### src/rtl/clc_key.sv
// Diffie-Hellman shared-key engine: key = r_in^x mod p using MSB-first square-and-multiply
// over a bit-serial interleaved modular multiplier. Define CLC_KEY_CT_EN for constant-time MUL.
module clc_key #(
  parameter int W = 32
) (
  input  logic         clk,
  input  logic         rst,
  input  logic [W-1:0] r_in,
  input  logic [W-1:0] x,
  input  logic [W-1:0] p,
  input  logic         st,
  output logic [W-1:0] key,
  output logic         busy,
  output logic         done,
  output logic         err
);

  localparam int IW = (W > 1) ? $clog2(W) : 1;

`ifdef CLC_KEY_CT_EN
  localparam bit CT = 1'b1;
`else
  localparam bit CT = 1'b0;
`endif

  typedef enum logic [2:0] {IDLE, INIT, SQR, MUL, DONE} state_t;

  state_t        state;
  logic [W-1:0]  rl, xl, pl, res;
  logic [W+1:0]  acc;
  logic [IW-1:0] idx, mcnt;

  logic [W-1:0]  mul_a, addend;
  logic [W+1:0]  sum, d1, acc_nx;
  logic          last;

  // One shift-add step: 2*acc + a < 3p, so two conditional subtracts restore acc < p.
  always_comb begin
    mul_a  = (state == MUL) ? rl : res;
    addend = res[mcnt] ? mul_a : '0;
    sum    = {acc[W:0], 1'b0} + {2'b00, addend};
    d1     = (sum >= {2'b00, pl}) ? sum - {2'b00, pl} : sum;
    acc_nx = (d1 >= {2'b00, pl}) ? d1 - {2'b00, pl} : d1;
    last   = (mcnt == '0);
  end

  always_ff @(posedge clk or posedge rst) begin
    if (rst) begin
      state <= IDLE;
      rl    <= '0;
      xl    <= '0;
      pl    <= '0;
      res   <= '0;
      acc   <= '0;
      idx   <= '0;
      mcnt  <= '0;
      key   <= '0;
      busy  <= 1'b0;
      done  <= 1'b0;
      err   <= 1'b0;
    end else begin
      done <= 1'b0;
      case (state)
        IDLE: begin
          if (st) begin
            rl    <= r_in;
            xl    <= x;
            pl    <= p;
            err   <= 1'b0;
            busy  <= 1'b1;
            state <= INIT;
          end
        end
        INIT: begin
          if (pl < W'(2) || rl >= pl) begin
            err   <= 1'b1;
            res   <= '0;
            state <= DONE;
          end else begin
            res   <= W'(1);
            idx   <= IW'(W - 1);
            mcnt  <= IW'(W - 1);
            acc   <= '0;
            state <= SQR;
          end
        end
        SQR: begin
          acc  <= acc_nx;
          mcnt <= mcnt - 1'b1;
          if (last) begin
            res  <= acc_nx[W-1:0];
            acc  <= '0;
            mcnt <= IW'(W - 1);
            if (CT || xl[idx])    state <= MUL;
            else if (idx == '0)   state <= DONE;
            else                  idx   <= idx - 1'b1;
          end
        end
        MUL: begin
          acc  <= acc_nx;
          mcnt <= mcnt - 1'b1;
          if (last) begin
            // In constant-time mode the product of a 0 bit is computed and discarded.
            if (xl[idx]) res <= acc_nx[W-1:0];
            acc  <= '0;
            mcnt <= IW'(W - 1);
            if (idx == '0) state <= DONE;
            else begin
              idx   <= idx - 1'b1;
              state <= SQR;
            end
          end
        end
        DONE: begin
          key   <= res;
          done  <= 1'b1;
          busy  <= 1'b0;
          state <= IDLE;
        end
        default: state <= IDLE;
      endcase
    end
  end

endmodule

### config.mk
export PLATFORM = sky130hd
export DESIGN_NAME = clc_key
export DESIGN_NICKNAME = d
export VERILOG_FILES = /design/src/rtl/clc_key.sv
export SDC_FILE = /design/constraint.sdc
export NUM_CORES = 1
export LEC_CHECK = 0
export ABC_AREA = 1
export CORE_UTILIZATION = 54
export DETAILED_ROUTE_END_ITERATION = 8
export PLACE_DENSITY_LB_ADDON = 0.05
export SLEW_MARGIN = 40
export SYNTH_ARGS = -nofsm -noshare
export SYNTH_HDL_FRONTEND = slang
export SYNTH_SLANG_ARGS = --single-unit
export TNS_END_PERCENT = 10
### constraint.sdc
create_clock -name clk -period 8 [get_ports clk]
set_input_delay 2.4 -clock clk [delete_from_list [all_inputs] [get_ports clk]]
set_output_delay 2.4 -clock clk [all_outputs]
set_load 0.01 [all_outputs]
After elaboration in Yosys (flattened, before gate mapping) --
Cells that the tools add are included.
Cells by class: add/subtract/negate cells 5, magnitude comparators 6, equal/unequal tests 12, muxes and demuxes 38, reductions and logical operators 16
Operator list (number):
- 32-bit 2-to-1 mux | 5
- 33-bit 2-to-1 mux | 3
- 32-bit case mux with 3 select lines | 1
- 34-bit by 32-bit greater-or-equal comparator with 1-bit output | 2
- 33-bit case mux with 2 select lines | 1
- 34-bit by 32-bit adder with 34-bit output | 1
- 34-bit 2-to-1 mux | 1
- 34-bit by 32-bit subtractor with 34-bit output | 1
- 33-bit by 32-bit subtractor with 33-bit output | 1
- 32-bit greater-or-equal comparator | 1
- 32-bit by 2-bit less-than comparator with 1-bit output, second input constant | 1
- 5-bit 2-to-1 mux | 6
- 3-bit 2-to-1 mux | 7
- 5-bit case mux with 3 select lines | 1
- 5-bit by 6-bit less-than comparator with 1-bit output, second input constant | 2
- 2-bit inequality test, second input constant | 6
- 3-bit case mux with 4 select lines | 1
- 1-bit binary-select mux with 5-bit select | 2
- 5-bit logical NOT | 2
- 5-bit case mux with 2 select lines | 1
- 5-bit by 1-bit subtractor with 5-bit output, second input constant | 2
- 4-bit AND reduction | 2
- 1-bit 2-to-1 mux | 7
- 3-bit by 2-bit == test with 1-bit output, second input constant | 2
- 13 further kinds | 18
Storage, ports and cells: bits in registers 209, input bits 99, output and inout port bits 35, logic and storage cells 89

Longest topological paths before layout --
depth in word-level cells 11, mapped depth 58

Least setup slack after synthesis --
No wires, ideal clock.
path kind flip-flop to flip-flop, from register mcnt[0], to register acc[22], library setup time 0.119 ns, arrival 7.153 ns, data required time 7.881 ns, path slack 0.729 ns, stages on the path, launching flop included 57, clock period less this slack 7.271 ns, cells stage by stage dfrtp_1 -> buf_2 -> clkinv_1 -> clkbuf_1 -> o21ai_0 -> o22ai_1 -> o21ai_0 -> nand2_1 -> nand2_1 -> o21ai_0 -> inv_1 -> clkbuf_1 -> a21oi_1 -> ha_1 -> fa_1 -> nand3_1 -> nand2_1 -> nand2_1 -> [21 not listed] -> fa_1 -> inv_1 -> nand3_1 -> nand2_1 -> a21boi_0 -> o21bai_1 -> nand2_1 -> nand2_1 -> nand2_1 -> nand2_1 -> a21oi_1 -> and2_1 -> buf_4 -> nand2_4 -> buf_6 -> nand2_2 -> nand4_1 -> nand2_1
On the way: cells in the longest elaborated chain, start to end 10
RTL lines:
- from (decl) | RTL line 31 | logic [IW-1:0] idx, mcnt;
- from (signal assigned) | RTL line 82 | mcnt <= IW'(W - 1);
- from (signal assigned) | RTL line 89 | mcnt <= mcnt - 1'b1;
- from (signal assigned) | RTL line 93 | mcnt <= IW'(W - 1);
- 1-bit binary-select mux with 5-bit select | RTL line 40 | addend = res[mcnt] ? mul_a : '0;
- 1-bit 2-to-1 mux (implied by the code) | RTL line 40
- 32-bit 2-to-1 mux | RTL line 40
- 34-bit by 32-bit adder with 34-bit output | RTL line 41 | sum = {acc[W:0], 1'b0} + {2'b00, addend};
- 34-bit by 32-bit subtractor with 34-bit output or 34-bit by 32-bit greater-or-equal comparator with 1-bit output (tied branches) | RTL line 42 | d1 = (sum >= {2'b00, pl}) ? sum - {2'b00, pl} : sum;
- 34-bit 2-to-1 mux | RTL line 42
- 33-bit by 32-bit subtractor with 33-bit output or 34-bit by 32-bit greater-or-equal comparator with 1-bit output (tied branches) | RTL line 43 | acc_nx = (d1 >= {2'b00, pl}) ? d1 - {2'b00, pl} : d1;
- 33-bit 2-to-1 mux | RTL line 43
- 33-bit 2-to-1 mux * | RTL line 90, 102
- 33-bit case mux with 2 select lines * | RTL line 63 | case (state)
- to (signal assigned) | RTL line 88 | acc <= acc_nx;
- to (signal assigned) | RTL line 100 | acc <= acc_nx;
- to (decl) | RTL line 30 | logic [W+1:0] acc;
Every way passes the cells marked *; elsewhere a longest branch is shown, timed or not. The select of a mux whose other input is x is not followed. A chain may end at the register's enable or synchronous reset.

Final worst setup path --
from register mcnt[1], to register res[7]
On the way: cells in the longest elaborated chain, start to end 11
RTL lines:
- 1-bit binary-select mux with 5-bit select | RTL line 40
- 1-bit 2-to-1 mux (implied by the code) | RTL line 40
- 32-bit 2-to-1 mux | RTL line 40
- 34-bit by 32-bit adder with 34-bit output | RTL line 41
- 34-bit by 32-bit subtractor with 34-bit output or 34-bit by 32-bit greater-or-equal comparator with 1-bit output (tied branches) | RTL line 42
- 34-bit 2-to-1 mux | RTL line 42
- 33-bit by 32-bit subtractor with 33-bit output or 34-bit by 32-bit greater-or-equal comparator with 1-bit output (tied branches) | RTL line 43
- 33-bit 2-to-1 mux | RTL line 43
- 32-bit 2-to-1 mux | RTL line 104 | if (xl[idx]) res <= acc_nx[W-1:0];
- 32-bit 2-to-1 mux | RTL line 102 | if (last) begin
- 32-bit case mux with 3 select lines | RTL line 63
- to (signal assigned) | RTL line 91 | res <= acc_nx[W-1:0];
- to (signal assigned) | RTL line 104
- to (decl) | RTL line 29 | logic [W-1:0] rl, xl, pl, res;
Several ways; a longest one is shown, not always the timed one. The select of a mux whose other input is x is not followed.

==> summary.md <==
| Metric | Value |
|---|---|
| Status | completed |
| Syn. warnings | 0 |
| Hold Violations, Final | 0 |
| GR Util All Layers | 0.370 |
| Avg Cell Area, Syn | between 6 and 7 um^2 |
| Io pins | 134 |
| Clock skew | a little under 0.03 ns |
| Syn Nets | 2620 |
| MaxCap Viol Count | 0 |
| Relative slew margins | 0.464 |
| Buffers added on ports | 133 |
| Root buf cell | clkbuf_16 |
| Post-DRT Antenna Nets | 0 |
| Yosys cell types | 46 |
| Worst-path clk slew | 0.06 ns |
| Ys flop type | dfrtp_1 |
| FF+latch count, synth | 209 |
| Fmax | 130 MHz |
| Required time worst endpoint | 8.48 ns |
| Startpoint Class | flip-flop |
| CP max-delay cell | dfrtp_2 |
| Num CTS Buffers | 24 |
| TritonRoute pass-1 iters | 6 |
| Fraction of layout cells with a size suffix above 1 | 0.114 |
| DRC errors left | 0 |
| Vias in the first global route | 16501 |
| Largest family of logic cells by synthesized area | simple AND/OR/NAND/NOR gates |
| Clock tree from TritonCTS | yes |
| Gr ovfl total | 0 |
| Max-slew violation count | 0 |
| Simple logic cell fraction of the synthesized area | 0.311 |
| Min cycle time layout | 7.67 ns |
| Finished Cell Area | 20200 um^2 |
| Starting Density | 0.550 |
| Routability cong. | about 1.0 |
| ANT cells | 0 |
| Final worst path period share | 0.959 |
| Pin count of the biggest net entering global routing | 131 |
| Worst Path Arrival | 8.15 ns |
| Area growth syn-to-layout | 23.6% |
| HPWL reported at the end of detailed placement | 45100 um |
| Core Box Area | slightly below 30000 um^2 |
| Crit-path max cell delay | roughly 0.40 ns |
| Most used cell along the critical path | nand2_1 |
| Register area share after synthesis | 0.320 |
| RSZ-0062 raised after global routing | true |
| Crit Path Class | reg2reg |
| Die W | 176 um |
| Final setup viols | 0 |
| Least-Margin Pin Slew | just over 0.8 ns |
| Max Root-Sink Buffers | 3 |
| DR iter-0 viols | 1777 |
| Synth Area in Adders | 0.102 |
| Largest fanout on the critical path | 21 |
| FP Rows | 63 |
| Setup TNS | 0 ns |
| CTS Sinks | 209 |
| CP Capture Type | flip-flop |
| EDFF count, synth | 0 |
| Placed cell area | roughly 19000 um^2 |
| WL/cell | a little under 20 um |
| Global-route wire length before repair | 88800 um |
| Clk Latency, worst-skew pair | 0.56 ns |
| Post-synthesis xor/xnor area fraction | 0.0477 |
| Post-synthesis compound-gate area fraction | 0.144 |
| Number of vias per cell | between 5 and 6 |
| Nets | between 2000 and 3000 |
| Die height | 176 um |
| Mux share of post-synthesis cell area | 0 |
| Syn Inst Count | around 2400 |
| HP Class | reg2reg |
| Die area | between 30000 and 40000 um^2 |
| Synth Cell Area | 16300 um^2 |
| Initial antenna violation count | 0 |
| H-tree depth | 1 |
| Routed WL | 58200 um |
| Via count | 17528 |
| Fraction of registers with async set/reset | 1.00 |
## metal layers
layer,global-route usage,vias up,share of wire
li1,-,8333,-
met5,0,-,0
met1,0.521,8229,0.43
met3,0.0702,114,0.10
met4,0.128,0,0.038
met2,0.569,852,0.43
## what timing repair did
item | in CTS | in global routing
gates resized for setup | 8 | 66
pin swaps | 0 | 18
buffers inserted | 2 | 7
hold buffers | 0 | 0
gates cloned | 0 | 2
endpoints found under the setup margin | 65 | 65
## worst max-delay path, delay by kind of cell, from the launching register on
family | cells | cell delay [ns]
XOR/XNOR | 1 | 0.29
AO/OA/AOI/OAI | 13 | 1.95
buffers and inverters | 9 | 1.38
adder cells (fa/ha/maj) | 3 | 0.88
AND/OR/NAND/NOR | 24 | 2.66
flip-flops | 1 | 0.40
## layout by cell type (no fill, tap or decap), types with 43 or more instances in the layout
cell type	count
nand3_1	82
dfrtp_1	208
a21oi_1	157
inv_1	223
nand2_1	812
o21ai_0	150
ha_1	122
xor2_1	43
buf_4	141
nor2_1	145
nand4_1	88
clkdlybuf4s50_1	133
## kinds of logic (layout without fill, tap and decap cells)
kind of cell,count (synthesis),after routing
AND/OR/NAND/NOR,1218,1219
AO/OA/AOI/OAI,428,428
buffers and inverters,313,563
flip-flops,209,209
adder cells (fa/ha/maj),132,132
XOR/XNOR,89,89
## layout make-up
| class | instances | area (um^2) |
|---|---|---|
| Multi-Input combinational cell | 1868 | 10200 |
| Clock inverter | 13 | 151 |
| Clock buffer | 31 | 657 |
| Fill cell | 2593 | 9520 |
| Timing Repair Buffer | 284 | 2580 |
| Sequential cell | 209 | 5230 |
| Tap cell | 390 | 488 |
| Inverter | 235 | 896 |
## worst paths after layout
kind	start	to	slack [ns]	cells after the start
worst min-delay path	xl[16]	xl[16]	0.47	2
worst max-delay path	mcnt[1]	res[7]	0.33	50
worst max register to register	mcnt[1]	res[7]	0.33	50
min in group asynchronous	rst	xl[3]	2.22	2
max in group asynchronous	rst	pl[23]	4.69	3
worst min register to register	xl[16]	xl[16]	0.47	2
## cell usage after synthesis (3+ instances only)
cell	instances	share of area
o211ai_1	13	0.0060
o21bai_1	13	0.0060
nand2_1	815	0.19
clkbuf_1	60	0.014
a31oi_1	12	0.0046
inv_2	5	0.0011
nand4_1	88	0.034
nand3_1	84	0.026
inv_1	228	0.052
a31o_2	4	0.0021
o21a_1	4	0.0018
a211oi_1	7	0.0032
buf_6	3	0.0021
o22ai_1	6	0.0023
nor4_1	11	0.0042
buf_4	5	0.0023
o21ai_1	12	0.0037
a21o_1	15	0.0069
a21oi_1	170	0.052
ha_1	129	0.099
and2_1	4	0.0015
o21ai_0	158	0.048
dfrtp_1	209	0.32
xnor2_1	42	0.022
nor3_1	18	0.0055
nor2_1	153	0.035
nand2_2	35	0.013
xor2_1	47	0.025
fa_1	3	0.0037
a21boi_0	6	0.0028
buf_2	8	0.0024
## sequential cells by signal, summed over array words and instances (netlist names)
signal and count:
rl 32, mcnt 5, err 1, xl 32
res 32, key 32, busy 1, state 3
pl 32, idx 5, acc 33, done 1
## per-stage QoR
stage,setup slack [ns],hold WS (ns),util,instances
global placement,-0.395,0.450,0.637,2974
detailed placement,-0.476,0.454,0.637,2974
global route,-0.180,0.491,0.680,3030
CTS,0.0374,0.470,0.666,3020
finish,0.331,0.474,0.680,3030
floorplan,0.729,0.437,-,2389
Power is left out: the tool's default activity adds up to more than one toggle a clock period on the data nets, which glitch-free logic cannot reach.
